==> config.mk <==
export PLATFORM = sky130hd
export DESIGN_NAME = ifu_pc_ctrl
export DESIGN_NICKNAME = d
export VERILOG_FILES = /design/src/rtl/ifu_pc_ctrl.sv
export SDC_FILE = /design/constraint.sdc
export NUM_CORES = 1
export LEC_CHECK = 0
export ABC_CLOCK_PERIOD_IN_PS = 4750
export BUFFER_PORTS_ARGS = -buffer_cell sky130_fd_sc_hd__buf_2
export CORE_ASPECT_RATIO = 2
export CORE_MARGIN = 2
export CORE_UTILIZATION = 35
export DETAILED_ROUTE_END_ITERATION = 12
export GPL_TIMING_DRIVEN = 0
export SLEW_MARGIN = 10
export SYNTH_ARGS = -nofsm -noshare
export SYNTH_HDL_FRONTEND = slang
export SYNTH_SLANG_ARGS = --single-unit
==> constraint.sdc <==
create_clock -name clk -period 4.75 [get_ports clk]
set_clock_uncertainty 0.15 [all_clocks]
set_input_delay 0 -clock clk [delete_from_list [all_inputs] [get_ports clk]]
set_output_delay 0 -clock clk [all_outputs]
set_load 0.1 [all_outputs]
==> src/rtl/ifu_pc_ctrl.sv <==
// ifu_pc_ctrl: fetch-stage PC generator for the 5-stage MIPS pipeline.
// Takes the branch/jump result resolved in D, applies delayed-branch
// redirects (buffering one redirect when fetch cannot advance), and stops
// fetch permanently on a misaligned or out-of-range PC until reset.
module ifu_pc_ctrl #(
    parameter logic [31:0] RESET_PC = 32'h0000_3000,
    parameter int          IM_WORDS = 4096,
    localparam int         AW       = $clog2(IM_WORDS)
) (
    input  logic          clk,
    input  logic          reset,
    input  logic          stall,
    input  logic          imem_ready,
    input  logic          br_req,
    input  logic [1:0]    br_type,
    input  logic          cmp_res,
    input  logic [31:0]   pc_d,
    input  logic [15:0]   imm16,
    input  logic [25:0]   instr_index,
    input  logic [31:0]   jr_addr,
    output logic [31:0]   pc_f,
    output logic [31:0]   pc_f_plus4,
    output logic [AW-1:0] imem_addr,
    output logic          fetch_valid,
    output logic          fault,
    output logic [31:0]   fault_pc,
    output logic [31:0]   fetch_cnt
);

    // One past the last legal byte address; 33 bits so the sum cannot wrap.
    localparam logic [32:0] PC_LIMIT = {1'b0, RESET_PC} + (33'(IM_WORDS) * 33'd4);

    typedef enum logic {
        IDLE,
        PENDING
    } state_t;

    state_t      state_q, state_d;
    logic [31:0] pcF_q, pcF_d;
    logic [31:0] pendTarget_q, pendTarget_d;
    logic        fault_q, fault_d;
    logic [31:0] faultPc_q, faultPc_d;
    logic [31:0] fetchCnt_q, fetchCnt_d;

    logic        adv;
    logic        taken;
    logic [31:0] target;
    logic [31:0] nextPc;
    logic        commitReq;
    logic        nextLegal;
    logic [31:0] pcOffset;

    // Decode the resolved branch/jump into a taken flag and its target.
    // br_type 11 is handled exactly like a conditional branch.
    always_comb begin
        adv    = !stall && imem_ready && !fault_q;
        taken  = br_req && (((br_type == 2'b01) || (br_type == 2'b10)) ? 1'b1 : cmp_res);
        target = pc_d + 32'd4 + {{14{imm16[15]}}, imm16, 2'b00};
        case (br_type)
            2'b01:   target = {pc_d[31:28], instr_index, 2'b00};
            2'b10:   target = jr_addr;
            default: target = pc_d + 32'd4 + {{14{imm16[15]}}, imm16, 2'b00};
        endcase
    end

    // Next-state logic: choose the next fetch PC, buffer a redirect that
    // arrives while fetch is blocked, and turn an illegal commit into a
    // sticky fault instead of an update.
    always_comb begin
        state_d      = state_q;
        pcF_d        = pcF_q;
        pendTarget_d = pendTarget_q;
        fault_d      = fault_q;
        faultPc_d    = faultPc_q;
        fetchCnt_d   = fetchCnt_q;
        nextPc       = pcF_q + 32'd4;
        commitReq    = 1'b0;

        case (state_q)
            IDLE: begin
                if (adv) begin
                    commitReq = 1'b1;
                    nextPc    = taken ? target : (pcF_q + 32'd4);
                end else if (taken && !fault_q) begin
                    pendTarget_d = target;
                    state_d      = PENDING;
                end
            end
            PENDING: begin
                // A second redirect while one is buffered replaces it.
                if (taken && !fault_q) begin
                    pendTarget_d = target;
                end
                if (adv) begin
                    commitReq = 1'b1;
                    nextPc    = taken ? target : pendTarget_q;
                end
            end
            default: state_d = IDLE;
        endcase

        nextLegal = (nextPc[1:0] == 2'b00) &&
                    (nextPc >= RESET_PC) &&
                    ({1'b0, nextPc} < PC_LIMIT);

        if (commitReq) begin
            if (nextLegal) begin
                pcF_d      = nextPc;
                fetchCnt_d = fetchCnt_q + 32'd1;
                state_d    = IDLE;
            end else begin
                fault_d      = 1'b1;
                faultPc_d    = nextPc;
                state_d      = state_q;
                pendTarget_d = pendTarget_q;
            end
        end
    end

    // State registers; reset drops any buffered redirect and clears the fault.
    always_ff @(posedge clk or negedge reset) begin
        if (!reset) begin
            state_q      <= IDLE;
            pcF_q        <= RESET_PC;
            pendTarget_q <= 32'd0;
            fault_q      <= 1'b0;
            faultPc_q    <= 32'd0;
            fetchCnt_q   <= 32'd0;
        end else begin
            state_q      <= state_d;
            pcF_q        <= pcF_d;
            pendTarget_q <= pendTarget_d;
            fault_q      <= fault_d;
            faultPc_q    <= faultPc_d;
            fetchCnt_q   <= fetchCnt_d;
        end
    end

    // Outputs derived directly from the registered fetch PC.
    always_comb begin
        pcOffset    = pcF_q - RESET_PC;
        pc_f        = pcF_q;
        pc_f_plus4  = pcF_q + 32'd4;
        imem_addr   = pcOffset[AW+1:2];
        fetch_valid = !fault_q;
        fault       = fault_q;
        fault_pc    = faultPc_q;
        fetch_cnt   = fetchCnt_q;
    end

endmodule

==> results.md <==
- Routed WL per cell: 20.0 um
- Seq/Total Area, Yosys: 0.330
- Crit path kind: primary input to flop
- Row count: 87
- FF+latch count, synth: 130
- Max-cap viol count: 0
- Minimum clock period: 4510 ps
- Router iterations before antenna repair: 5
- Die Span X: approximately 120 um
- Initial antenna violation count: 0
- DRC viols: 0
- DR iter-0 viols: ~830
- Most numerous cell in the Yosys netlist: dfrtp_1
- Diode count: 0
- Final hold vios: 2
- Mapped Area: approximately 9900 sq um
- Ratio of cells with drive above 1 in the final layout: 0.280
- All-layer global routing usage: 0.241
- Vias in the first global route: ~9900
- Class of the worst hold path: primary input to flop
- Root buffer cell: clkbuf_16
- Core area: about 28000 sq um
- Ports: between 200 and 300
- IO Port Bufs: approximately 250
- Crit-path max FO: 10
- Outcome: finished, violations left
- Initial core utilization: 0.353
- Syn_nets: 1281
- Failing checks: negative hold slack
- Final hold slack: -4.21 ps
- Worst-margin pin slew: approximately 1100 ps
- Distinct cells, synth: 84
- Pwr/cell area: 256 nW/um^2
- RSZ-0062 raised after global routing: no
- Synth area leader: dfrtp_1
- CP arrival: between 4000 and 5000 ps
- Most used DFF post-synth: dfrtp_1
- Crit path launch type: primary input
- Final GP Congestion: 0.918
- Synthesis warning total: 0
- # setup viols final: 0
- DRT antenna net count: 0
- Mean Syn Cell Area: ~8.9 sq um
- Final period util: 0.949
- DPL Wire Length: approximately 28000 um
- First-pass GRT wire length: approximately 55000 um
- CTS H-tree depth: 4
- Vias per cell: roughly 5.6
- Grt ovf: 0
- Worst-path clk slew: about 60 ps
- Cts bufs inserted: 17
- Synth top area share: 0.325
- Clk sinks: 130
- Skew-Pair Late Insertion Delay: around 430 ps
- Total die area: between 20000 and 30000 sq um
- Worst slew margin: 0.281
- Worst EP required: 4910 ps
- Leading post-synthesis cells by instance count: 128 x dfrtp_1, 78 x nand2_1, 75 x a21oi_1
- CTS max path bufs: 2
- Peak supply drop: around 230 uV
- Final Slew Violations: 0
- Overall power: 3280 uW
- DP Worst Slack: -367 ps
- Layout Nets: between 1500 and 2000
- Achievable frequency: about 220 MHz
- TritonCTS clock tree: built
- Final setup margin: between 200 and 250 ps
- Post-synth EDFFs: 0
- Largest net degree at the start of global routing: 71
- Height of the die: between 200 and 250 um
- Leakage power: ~0.0064 uW
- Synth area leaders: dfrtp_1 32%, ha_1 7.9%, xor2_1 4.3%, a21oi_1 3.8%, mux2_1 3.4%
- Synth async-reset ratio: 1.00
- Critical path capture point type: flop
- Cells after Synth: about 1100
- Via Count: just over 10000
- Area growth syn-to-layout: 29.7%
- Routed wire length: around 36000 um
[repair_timing]
action	CTS	global route
hold endpoints to repair	150	0
pin swaps	0	2
endpoints found under the setup margin	40	86
gates resized for setup	1	9
hold buffers	37	0
buffers inserted	0	3
[cells by family (layout without fill, tap and decap cells)]
| family | after synthesis | count (layout) | synth area share |
|---|---|---|---|
| AOI/OAI and AO/OA | 251 | 251 | 0.175 |
| xor gates and xnor gates | 76 | 76 | 0.0674 |
| adders and majority gates | 63 | 63 | 0.0806 |
| buffers and inverters | 128 | 455 | 0.0581 |
| DFF | 130 | 130 | 0.330 |
| muxes | 80 | 80 | 0.0887 |
| and+or+nand+nor | 376 | 376 | 0.201 |
[power by group]
group	switching, uW	internal [uW]	total [uW]
Sequential	20.8	1140	1170
Clock	524	784	1310
Combinational	513	289	802
Total	1060	2220	3280
[through the flow]
step / TNS [ps] / hold slack, ps / util / instance area, sq um / cells
floorplan: 0 / -446 / - / 10000 / 1104
global placement: -19860 / 296 / 0.420 / 11700 / 1714
detailed placement: -23680 / -118 / 0.421 / 11800 / 1715
CTS: 0 / 3.99 / 0.455 / 12700 / 1784
global route: 0 / 35.7 / 0.457 / 12800 / 1787
finish: 0 / -4.21 / 0.457 / 12800 / 1787
[final timing paths]
path / from / end / slack (ps) / cells after the start
max: pc_d[3] / fault_pc[19] / 240 / 17
min: jr_addr[10] / pendTarget_q[10] / -4 / 4
max reg2reg: pc_f[4] / fault_pc[19] / 270 / 13
min reg2reg: fault_pc[15] / fault_pc[15] / 330 / 1
max in group asynchronous: reset / pendTarget_q[12] / 2760 / 4
min in group asynchronous: reset / fault_pc[23] / 500 / 3
[routing by layer]
layer / wire length, um / part of all wire / vias up / global-route usage
li1: - / - / 4693 / -
met1: 15700 / 0.44 / 4902 / 0.322
met2: 16700 / 0.47 / 431 / 0.390
met5: 0 / 0 / - / 0
met4: 917 / 0.026 / 0 / 0.0832
met3: 2300 / 0.064 / 52 / 0.0417
[cell type report]
type	count	area (sq um)
repair buffers	295	1700
flip-flops and latches	130	3270
clock buffers	19	443
plain buffers	87	420
clock inverters	13	138
fillers	2762	15200
well taps	356	445
multi-input cells	846	6230
inverters	41	154
[flip-flops by register name (all words and copies together) (netlist names)]
register      cells
pc_f             32
fetch_cnt        32
pendTarget_q     32
fault             1
fault_pc         32
state_q           1
[placed cells by master (no fill, tap or decap), types with 30 or more instances in the layout]
master | Yosys | layout
dlygate4sd3_1 | 0 | 37
ha_1 | 62 | 62
nor4_1 | 32 | 30
inv_1 | 41 | 41
xor2_1 | 48 | 44
nor2_1 | 69 | 69
mux2_1 | 30 | 30
dfrtp_1 | 128 | 119
nand3_1 | 46 | 46
a21oi_1 | 75 | 75
nand4_1 | 35 | 35
buf_2 | 14 | 267
nand2_1 | 78 | 78
o21ai_0 | 33 | 32
mux2_2 | 30 | 30
clkbuf_1 | 49 | 49
[critical path, stage by stage]
cell and delay (ps):
buf_2 100, ha_1 280, ha_1 170, inv_1 50, fa_1 400, and2b_1 240
o2111ai_2 180, a211oi_4 440, o21ai_1 220, or3_1 400, a22oi_1 320, a221oi_1 180
a211oi_2 280, nand3_2 290, o21ai_4 380, buf_2 330, mux2_2 370
No activity file was read; power rests on OpenSTA's default activity.
